==> config.mk <==
export PLATFORM = sky130hd
export DESIGN_NAME = calc_operand_entry
export DESIGN_NICKNAME = d
export VERILOG_FILES = /design/src/rtl/calc_operand_entry.sv
export SDC_FILE = /design/constraint.sdc
export NUM_CORES = 1
export LEC_CHECK = 0
export CAP_MARGIN = 10
export CORE_MARGIN = 5
export CORE_UTILIZATION = 52
export CTS_BUF_LIST = sky130_fd_sc_hd__clkbuf_2
export DETAILED_ROUTE_END_ITERATION = 8
export GPL_ROUTABILITY_DRIVEN = 1
export PLACE_DENSITY_LB_ADDON = 0.08
export SYNTH_ARGS = -nofsm -noshare
export SYNTH_HDL_FRONTEND = slang
export SYNTH_SLANG_ARGS = --single-unit
==> constraint.sdc <==
create_clock -name clk -period 2.9 [get_ports clk]
set_input_delay 0.58 -clock clk [delete_from_list [all_inputs] [get_ports clk]]
set_output_delay 0.58 -clock clk [all_outputs]
set_load 0.005 [all_outputs]
==> src/rtl/calc_operand_entry.sv <==
// Keypad front end for the 4-digit BCD calculator: builds two BCD operands and an op select,
// strobes the arithmetic unit on '='. Optional build macro CHAIN_RESULT_EN chains the result into operand A.
module calc_operand_entry #(
    parameter int MAX_DIGITS = 4
) (
    input  logic       clk,
    input  logic       clear_n,
    input  logic       key_valid,
    input  logic [3:0] key_code,
    input  logic [3:0] result_ones,
    input  logic [3:0] result_tens,
    input  logic [3:0] result_hundreds,
    input  logic [3:0] result_thousands,
    output logic [3:0] num1_ones,
    output logic [3:0] num1_tens,
    output logic [3:0] num1_hundreds,
    output logic [3:0] num1_thousands,
    output logic [3:0] num2_ones,
    output logic [3:0] num2_tens,
    output logic [3:0] num2_hundreds,
    output logic [3:0] num2_thousands,
    output logic       op_selected,
    output logic       calc_strobe,
    output logic [1:0] disp_sel,
    output logic       entry_err
);

    localparam logic [3:0] KEY_ADD = 4'd10;
    localparam logic [3:0] KEY_SUB = 4'd11;
    localparam logic [3:0] KEY_EQ  = 4'd12;
    localparam logic [3:0] KEY_BS  = 4'd13;
    localparam logic [3:0] KEY_CE  = 4'd14;

    // Encoding doubles as the disp_sel value for each state.
    typedef enum logic [1:0] {
        ENTER_A = 2'd0,
        ENTER_B = 2'd1,
        RESULT  = 2'd2
    } state_t;

    // Operand digits: index 0 = ones .. index 3 = thousands.
    typedef struct packed {
        logic [3:0][3:0] d;
        logic [2:0]      cnt;
        logic            err;
    } entry_t;

    state_t          state_q, state_d;
    logic [3:0][3:0] num1_q, num1_d, num2_q, num2_d;
    logic [2:0]      cnt_a_q, cnt_a_d, cnt_b_q, cnt_b_d;
    logic            op_q, op_d, strobe_q, strobe_d, err_q, err_d;
    entry_t          edit_a, edit_b;

    // Digit / backspace / CE editing of one operand; other keys pass it through unchanged.
    function automatic entry_t edit(input logic [3:0][3:0] d, input logic [2:0] cnt,
                                    input logic [3:0] key);
        entry_t r;
        r.d   = d;
        r.cnt = cnt;
        r.err = 1'b0;
        if (key <= 4'd9) begin
            if (cnt == 3'd0 && key == 4'd0) begin
                r.cnt = 3'd0;
            end else if (cnt >= 3'(MAX_DIGITS)) begin
                r.err = 1'b1;
            end else begin
                r.d   = {d[2:0], key};
                r.cnt = cnt + 3'd1;
            end
        end else if (key == KEY_BS) begin
            if (cnt != 3'd0) begin
                r.d   = {4'd0, d[3:1]};
                r.cnt = cnt - 3'd1;
            end
        end else if (key == KEY_CE) begin
            r.d   = '0;
            r.cnt = 3'd0;
        end
        return r;
    endfunction

    assign edit_a = edit(num1_q, cnt_a_q, key_code);
    assign edit_b = edit(num2_q, cnt_b_q, key_code);

    always_comb begin
        // NOTE: every next-state value gets a default first so no path can infer a latch.
        state_d  = state_q;
        num1_d   = num1_q;
        num2_d   = num2_q;
        cnt_a_d  = cnt_a_q;
        cnt_b_d  = cnt_b_q;
        op_d     = op_q;
        strobe_d = 1'b0;
        err_d    = 1'b0;
        if (key_valid) begin
            unique case (state_q)
                ENTER_A: begin
                    if (key_code == KEY_ADD || key_code == KEY_SUB) begin
                        op_d    = (key_code == KEY_SUB);
                        num2_d  = '0;
                        cnt_b_d = 3'd0;
                        state_d = ENTER_B;
                    end else if (key_code == KEY_EQ) begin
                        err_d = 1'b1;
                    end else begin
                        num1_d  = edit_a.d;
                        cnt_a_d = edit_a.cnt;
                        err_d   = edit_a.err;
                    end
                end
                ENTER_B: begin
                    if (key_code == KEY_ADD || key_code == KEY_SUB) begin
                        op_d = (key_code == KEY_SUB);
                    end else if (key_code == KEY_EQ) begin
                        strobe_d = 1'b1;
                        state_d  = RESULT;
                    end else begin
                        num2_d  = edit_b.d;
                        cnt_b_d = edit_b.cnt;
                        err_d   = edit_b.err;
                    end
                end
                RESULT: begin
                    if (key_code <= 4'd9) begin
                        num1_d  = {12'd0, key_code};
                        cnt_a_d = (key_code != 4'd0) ? 3'd1 : 3'd0;
                        num2_d  = '0;
                        cnt_b_d = 3'd0;
                        state_d = ENTER_A;
                    end else if (key_code == KEY_ADD || key_code == KEY_SUB) begin
`ifdef CHAIN_RESULT_EN
                        num1_d = {result_thousands, result_hundreds, result_tens, result_ones};
                        if (result_thousands != 4'd0)     cnt_a_d = 3'd4;
                        else if (result_hundreds != 4'd0) cnt_a_d = 3'd3;
                        else if (result_tens != 4'd0)     cnt_a_d = 3'd2;
                        else if (result_ones != 4'd0)     cnt_a_d = 3'd1;
                        else                              cnt_a_d = 3'd0;
`endif
                        op_d    = (key_code == KEY_SUB);
                        num2_d  = '0;
                        cnt_b_d = 3'd0;
                        state_d = ENTER_B;
                    end else if (key_code == KEY_EQ) begin
                        strobe_d = 1'b1;
                    end else if (key_code == KEY_CE) begin
                        num1_d  = '0;
                        num2_d  = '0;
                        cnt_a_d = 3'd0;
                        cnt_b_d = 3'd0;
                        op_d    = 1'b0;
                        state_d = ENTER_A;
                    end
                end
                default: state_d = ENTER_A;
            endcase
        end
    end

    // NOTE: sequential state uses non-blocking assignments so every register samples pre-edge values.
    always_ff @(posedge clk or negedge clear_n) begin
        if (!clear_n) begin
            state_q  <= ENTER_A;
            num1_q   <= '0;
            num2_q   <= '0;
            cnt_a_q  <= 3'd0;
            cnt_b_q  <= 3'd0;
            op_q     <= 1'b0;
            strobe_q <= 1'b0;
            err_q    <= 1'b0;
        end else begin
            state_q  <= state_d;
            num1_q   <= num1_d;
            num2_q   <= num2_d;
            cnt_a_q  <= cnt_a_d;
            cnt_b_q  <= cnt_b_d;
            op_q     <= op_d;
            strobe_q <= strobe_d;
            err_q    <= err_d;
        end
    end

    assign {num1_thousands, num1_hundreds, num1_tens, num1_ones} = num1_q;
    assign {num2_thousands, num2_hundreds, num2_tens, num2_ones} = num2_q;
    assign op_selected = op_q;
    assign calc_strobe = strobe_q;
    assign entry_err   = err_q;
    assign disp_sel    = state_q;

endmodule

* After elaboration in Yosys (flattened, before gate mapping) *
Index checks and enable logic that the tools add are counted.

cells by class
  $add $sub $neg = 4
  magnitude comparators = 3
  equality and inequality tests = 32
  mux-type cells = 71
  reductions and logical operators = 20

operators with widths
  cell                                                       count
  2-to-1 mux 16 bit                                          13
  2-to-1 mux 19 bit                                          9
  case mux 16 bit (3 select lines)                           1
  2-to-1 mux 3 bit                                           13
  != test 4 bit (second input constant)                      8
  case mux 16 bit (2 select lines)                           1
  != test 3 bit (second input constant)                      9
  AND reduction 11 bit                                       2
  2-to-1 mux 1 bit                                           21
  == test 4 bit (second input constant)                      5
  AND reduction 10 bit                                       2
  2-to-1 mux 2 bit                                           7
  != test 2 bit (second input constant)                      7
  AND reduction 6 bit                                        2
  case mux 3 bit (3 select lines)                            1
  nonzero test 3 bit                                         3
  adder 3 x 1 -> 3 bit (second input constant)               2
  greater-or-equal comparator 3 bit (second input constant)  2
  zero test 3 bit                                            2
  case mux 1 bit (2 select lines)                            3
  case mux 2 bit (3 select lines)                            1
  case mux 3 bit (2 select lines)                            1
  subtractor 3 x 1 -> 3 bit (second input constant)          2
  <= comparator 4 bit (second input constant)                1
  other kinds (10)                                           12

storage, ports and cells
  register bits = 43
  bits of input ports = 23
  output and inout port bits = 37
  logic and storage cells = 144

* Longest topological paths before layout *
Gate-level depths: netlist of the first run.

  depth in word-level cells = 8
  depth in mapped cells = 8
  mapped depth without buffers = 7

* Worst setup path after synthesis of the first run *
OpenSTA, ideal clock, no wires.

  kind = input -> register
  from = input key_code[3]
  to = register num2_q, in the netlist num2_hundreds[3]
  library setup time = 0.125 ns
  arrival = 2.103 ns
  required time = 2.775 ns
  path slack = 0.672 ns
  stages = 8
  buffers on the path = 3
  path through = buf_2 and4b_1 buf_2 a31oi_4 o211ai_4 nor3_4 buf_8 mux2_4

between the ends
  longest elaborated chain between the ends = 6
  elaborated cells on any way between the ends = 26
  classes of those cells = 1 x order compare; 14 x eq/ne; 7 x mux; 4 x reduce/logical

RTL lines
  item                                                         line  source
  start, declared                                              9     input logic [3:0] key_code,
  branches (longest 6 deep; another with <= comparator 4 bit)  n/a
  end signal, assigned                                         173   num2_q <= num2_d;
  end, declared                                                49    logic [3:0][3:0] num1_q, num1_d, num2_q, num2_d;

Several ways; the timed one is not identified. The select of a mux whose other input is x is not followed.
A chain may end at the register's enable or synchronous reset.

* Worst setup path in the final report of the first run *
  from = input key_code[1]
  to = register num1_q, in the netlist num1_hundreds[2]

between the ends
  longest elaborated chain between the ends = 6
  elaborated cells on any way between the ends = 25
  classes of those cells = 1 x order compare; 14 x eq/ne; 6 x mux; 4 x reduce/logical

RTL lines
  item                                                         line  source
  branches (longest 6 deep; another with <= comparator 4 bit)  n/a
  end signal, assigned                                         172   num1_q <= num1_d;
  end, declared                                                49

Several ways; the timed one is not identified. The select of a mux whose other input is x is not followed.

==> results of run 1 <==
synth_stat cells, drive strengths merged, types with 2 or more instances:
cell type / instances
buf: 9
nor2b: 9
a211oi: 3
inv: 14
dfrtp: 43
nor2: 20
a21oi: 11
nand3: 3
o21a: 2
nor3b: 3
a22oi: 2
o211ai: 3
a31oi: 4
nand2: 13
o21ai: 10
and4b: 2
nand2b: 2
mux2i: 7
ha: 10
nand4b: 2
clkbuf: 5
a22o: 22
mux2: 24
worst max-delay path, stage by stage:
cell and delay (ps):
clkdlybuf4s50_1 740, buf_4 210, and3b_1 220, nand2b_1 180, nor3b_2 70, o21ai_2 180
buf_12 180, mux2_2 340
flip-flops by register name, summed over array words and instances, names as in the netlist:
signal and cells:
num1_hundreds 4, disp_sel 2, num2_hundreds 4, num1_thousands 4, entry_err 1, calc_strobe 1, op_selected 1, cnt_b_q 3
num2_thousands 4, num1_tens 4, num2_tens 4, num2_ones 4, cnt_a_q 3, num1_ones 4
routing by layer:
layer / up-vias / track usage, % / part of all wire (%) / routed length, µm
met5: - / 0 / 0 / 0
met4: 0 / 5.236 / 1.0 / 60
met3: 6 / 5.211 / 4.7 / 274
met2: 48 / 31.86 / 48 / 2807
met1: 1008 / 27.28 / 46 / 2723
li1: 1002 / - / - / -
where the power goes:
part / total (mW) / internal [mW] / switching (mW)
Clock: 0.358 / 0.146 / 0.212
Sequential: 0.969 / 0.785 / 0.184
Combinational: 1.31 / 0.741 / 0.566
Total: 2.63 / 1.67 / 0.961
kinds of logic (layout without fill, tap and decap cells):
logic type	count (synthesis)	after routing	synth area share, %
AOI/OAI and AO/OA	67	67	20.09
xor gates and xnor gates	1	1	0.3334
adders and majority gates	10	10	4.762
buffers and inverters	28	82	5.238
DFF	43	43	40.95
muxes	31	31	14.38
and+or+nand+nor	65	65	14.24
worst paths after layout:
check | startpoint | to | slack (ps) | cells after the start
max in group asynchronous | clear_n | disp_sel[1]$_DFFE_PN0P_ | 2030 | 1
worst max register to register | disp_sel[1]$_DFFE_PN0P_ | cnt_b_q[2]$_DFFE_PN0P_ | 710 | 7
worst min register to register | op_selected$_DFFE_PN0P_ | op_selected$_DFFE_PN0P_ | 540 | 1
worst max-delay path | key_code[1] | num1_hundreds[2]$_DFFE_PN0P_ | 530 | 8
min in group clk | op_selected$_DFFE_PN0P_ | op_selected$_DFFE_PN0P_ | 540 | 1
worst min-delay path | clear_n | calc_strobe$_DFF_PN0_ | 250 | 1
area by class of cell:
| type | instances | area [µm²] |
|---|---|---|
| clock inverters | 3 | 43.79 |
| clock buffers | 5 | 25.02 |
| flip-flops and latches | 43 | 1076 |
| multi-input cells | 174 | 1414 |
| well taps | 67 | 83.83 |
| repair buffers | 60 | 590.6 |
| fillers | 424 | 1531 |
| inverters | 14 | 52.55 |
per-stage QoR:
step / power, mW / hold slack (ps) / std cells / cell area, µm²
floorplan: 1.739 / 284.4 / 245 / 2628
global placement: 2.266 / 483.5 / 358 / 3217
detailed placement: 2.299 / 495.9 / 358 / 3217
CTS: 2.666 / 273.7 / 366 / 3286
global route: 2.834 / 308.9 / 366 / 3286
finish: 2.633 / 246.4 / 366 / 3286
==> summary.md, run 1 <==
| Metric | Value |
|---|---|
| Run status | finished, final reports clean |
| Worst Tran Pin Value | 967.3 ps |
| Clock transition at path regs | 250 ps |
| Mean Syn Cell Area | 10.72 µm² |
| First-pass GRT wire length | ~10000 µm |
| Max-cap violations | 0 |
| Worst relative slew slack | 35.51% |
| YS warnings | 0 |
| Peak VDD IR | 0.4046 mV |
| Setup-failing EPs final | 0 |
| Avg Vias per Cell | 5.639 |
| DRC | 0 |
| Min Tclk post-route | 2369 ps |
| Post-synth ARST share | 100.0% |
| P_leak | 1.496 nW |
| RSZ-0062 raised after global routing | false |
| CTS H-tree depth | 2 |
| Clock Sinks | 43 |
| EDFF count, synth | 0 |
| Initial antenna violation count | 0 |
| Synth Instances | about 250 |
| Final hold violation count | 0 |
| DRT iter0 DRCs | about 220 |
| PnR worst setup slack | 530.9 ps |
| Layout cells sized above 1 | 20.40% |
| Chip Height | 81.09 µm |
| Ports | 60 |
| Inserted Clock Buffers | 5 |
| Post_cts resized | 0 |
| Area delta synth->final | 25.05% |
| Standard-cell rows | 25 |
| Hold Buf Count CTS | 0 |
| F_max | 422.1 MHz |
| Vias in the first global route | 2059 |
| Worst Setup Path Type | in2reg |
| Worst EP required | 3240 ps |
| Setup tns final | 0 ps |
| CTS tree | yes |
| Clk root buf | clkbuf_2 |
| Most used DFF post-synth | dfrtp_1 |
| Clk_lat worst skew | 430 ps |
| Final ANT Viol Nets | 0 |
| Most common cell after layout, fill and taps aside | dfrtp_1 |
| DRT Pass-1 Iters | 4 |
| GP Congestion | 0.8256 |
| Routed WL per cell | about 16 µm |
| CP Data Arrival Time | 2710 ps |
| CP endpoint kind | register |
| Synthesized flop and latch total | 43 |
| Nets | ~330 |
| Period utilization | 81.69% |
| Setup bufs post-CTS | 0 |
| Share of the synthesized area in the top cell type | 40.95% |
| Max-slew violations | 0 |
| Clk buf depth | 2 |
| WL final | 5865 µm |
| Finished Core Util | 68.21% |
| Port Buffer Count | 43 |
| Synth unique cells | 55 |
| Yosys top cell by area | dfrtp_1 |
| Cell area power density | 801.4 mW/mm² |
| Final HPWL DP | roughly 4200 µm |
| Startpoint Class | input pin |
| Top post-synthesis cells by area | dfrtp_1 (41%), a22o_1 (7.3%), mux2_2 (6.0%) |
| Ant. Diodes | 0 |
| Core Box Area | approximately 0.0048 mm² |
| Clk_skew | around 22 ps |
| Synthesized area | approximately 0.0026 mm² |
| Die ar. | about 0.0066 mm² |
| Sequential-to-total area share from yosys stat | 40.95% |
| Tot GR Track Use | 20.06% |
| Commonest non-fill, non-tap cells in the layout | dfrtp_1 (43), clkdlybuf4s50_1 (42), a22o_1 (22) |
| Hold crit path type | in2async |
| Syn_nets | between 200 and 300 |
| Grt ovf | 0 |
| Setup WS pre-CTS | 52.00 ps |
| Initial core utilization | 54.55% |
| Largest net degree at the start of global routing | 44 |
| Worst-path fanout max | 16 |
| Die width | 81.09 µm |
| Via count | 2064 |
Power figures use the tool's default switching activity.
==> run 2, diff against run 1 <==
==> constraint.sdc (replaced) <==
create_clock -name clk -period 2.3 [get_ports clk]
set_input_delay 0.46 -clock clk [delete_from_list [all_inputs] [get_ports clk]]
set_output_delay 0.46 -clock clk [all_outputs]
set_load 0.005 [all_outputs]
==> summary.md, run 2 (synthesis results as in run 1) <==
| Metric | Value |
|---|---|
| Clk buf depth | 2 (unchanged) |
| Clk root buf | clkbuf_2 |
| Layout cells sized above 1 | 27.30% (+6.9 points) |
| CP endpoint kind | register |
| Via count | 2178 (+5.5%) |
| Avg Vias per Cell | 5.542 (-1.7%) |
| Chip Height | 81.09 µm (unchanged) |
| Setup WS pre-CTS | -216.4 ps (-268.4 ps) |
| Crit Reg-Reg Endpoint | num1_hundreds[2]$_DFFE_PN0P_ |
| Finished Core Util | 71.92% (+3.7 points) |
| CP Data Arrival Time | 2390 ps (-320 ps) |
| Worst relative slew slack | 62.87% (+27 points) |
| R2R Setup Slk | 240 ps (-470 ps) |
| RSZ-0062 raised after global routing | false |
| CTS H-tree depth | 2 (unchanged) |
| Largest net degree at the start of global routing | 44 (unchanged) |
| Port Buffer Count | 43 (unchanged) |
| GP Congestion | 0.8501 (+3.0%) |
| Max-cap violations | 0 (unchanged) |
| Clock transition at path regs | 230 ps (-20 ps) |
| Peak VDD IR | 0.6175 mV (+53%) |
| Ant. Diodes | 0 (unchanged) |
| Final HPWL DP | 4523 µm (+6.8%) |
| Period utilization | 90.14% |
| Worst EP required | 2620 ps (-620 ps) |
| Tot Pwr | 3.337 mW (+27%) |
| Crit path launch | key_code[0] |
| Ports | 60 (unchanged) |
| Setup bufs post-CTS | 0 (unchanged) |
| Area delta synth->final | 31.86% |
| Register-to-Register Path Depth | 7 (unchanged) |
| Setup tns final | 0 ps (unchanged) |
| DRT Pass-1 Iters | 5 (+1) |
| Initial core utilization | 54.55% (unchanged) |
| WL final | 6090 µm (+3.8%) |
| DRC | 0 (unchanged) |
| Setup-failing EPs final | 0 (unchanged) |
| Non-filler cells, final | 393 (+7.4%) |
| P_leak | 1.613 nW (+7.8%) |
| Clock Sinks | 43 (unchanged) |
| Commonest non-fill, non-tap cells in the layout | dfrtp_1 (43), clkdlybuf4s50_1 (42), buf_4 (41) |
| Hold WS | 61.73 ps (-184.7 ps) |
| Initial antenna violation count | 0 (unchanged) |
| Final hold violation count | 0 (unchanged) |
| Die ar. | 0.006575 mm² (unchanged) |
| First-pass GRT wire length | 10550 µm (+2.3%) |
| Worst-path fanout max | 16 (unchanged) |
| Clk_lat worst skew | 420 ps (about the same) |
| Final instance area | 0.003465 mm² (+5.4%) |
| Cell area power density | 963.2 mW/mm² (+20%) |
| Hold Buf Count CTS | 0 (unchanged) |
| Critical path capture point | num2_hundreds[2]$_DFFE_PN0P_ |
| Worst Setup Path Type | in2reg |
| Die width | 81.09 µm (unchanged) |
| Dpl cell area | 0.003420 mm² (+6.3%) |
| Nets | 358 (+8.2%) |
| Routed WL per cell | 15.50 µm (-3.3%) |
| Post_cts resized | 0 (unchanged) |
| Grt ovf | 0 (unchanged) |
| Worst Tran Pin Value | 554.9 ps (-412.5 ps) |
| Worst R2R Start | disp_sel[1]$_DFFE_PN0P_ |
| Run status | finished, final reports clean |
| Hold crit path type | in2async |
| Clk_skew | 18.72 ps (-3.544 ps) |
| Min Tclk post-route | 2073 ps |
| PnR worst setup slack | 226.8 ps (-304.2 ps) |
| Max-slew violations | 0 (unchanged) |
| Tot GR Track Use | 20.45% (+0.39 points) |
| Inst Count DP | 385 (+7.5%) |
| CTS tree | yes |
| Vias in the first global route | 2253 (+9.4%) |
| DRT iter0 DRCs | 103 (-53%) |
| Most common cell after layout, fill and taps aside | dfrtp_1 |
| Startpoint Class | input pin |
| Standard-cell rows | 25 (unchanged) |
| F_max | a little under 500 MHz |
| Inserted Clock Buffers | 5 (unchanged) |
| Core Box Area | 0.004817 mm² (unchanged) |
| Final ANT Viol Nets | 0 (unchanged) |
[run 2: final cells by class]
cell class                 instances  area (µm²)
clock inverter                     2       12.51
tap                               67       83.83
sequential                        43        1076
multi-input combinational        174        1416
fill                             403        1353
inverter                          14       52.55
clock buffer                       6       30.03
timing repair buffer              87       793.3
[run 2: worst max-delay path: stages]
cell             delay (ps)
clkdlybuf4s50_1         520
buf_4                   220
nor2b_1                 130
xnor2_1                 130
buf_4                   150
o211ai_4                 90
nor3_4                  160
buf_12                  180
mux2_2                  340
[run 2: layer usage]
metal | up-vias | wire length [µm] | GRT usage (%)
li1 | 1053 | - | -
met1 | 1049 | 2703 | 25.32
met2 | 64 | 2975 | 34.07
met3 | 12 | 315 | 5.876
met4 | 0 | 95 | 7.095
met5 | - | 0 | 0
[run 2: where the power goes]
part	internal, mW	switching, mW
sequential	0.989	0.232
clock	0.0775	0.255
combinational	1.05	0.738
[run 2: worst min-delay path by stage]
stage / cells past startpoint / end / slack (ps) / from
floorplan: 0 / calc_strobe$_DFF_PN0_ / 160 / clear_n
global placement: 1 / op_selected$_DFFE_PN0P_ / 490 / op_selected$_DFFE_PN0P_
detailed placement: 1 / op_selected$_DFFE_PN0P_ / 500 / op_selected$_DFFE_PN0P_
CTS: 2 / disp_sel[1]$_DFFE_PN0P_ / 60 / clear_n
global route: 2 / cnt_b_q[1]$_DFFE_PN0P_ / 60 / clear_n
finish: 2 / disp_sel[1]$_DFFE_PN0P_ / 60 / clear_n
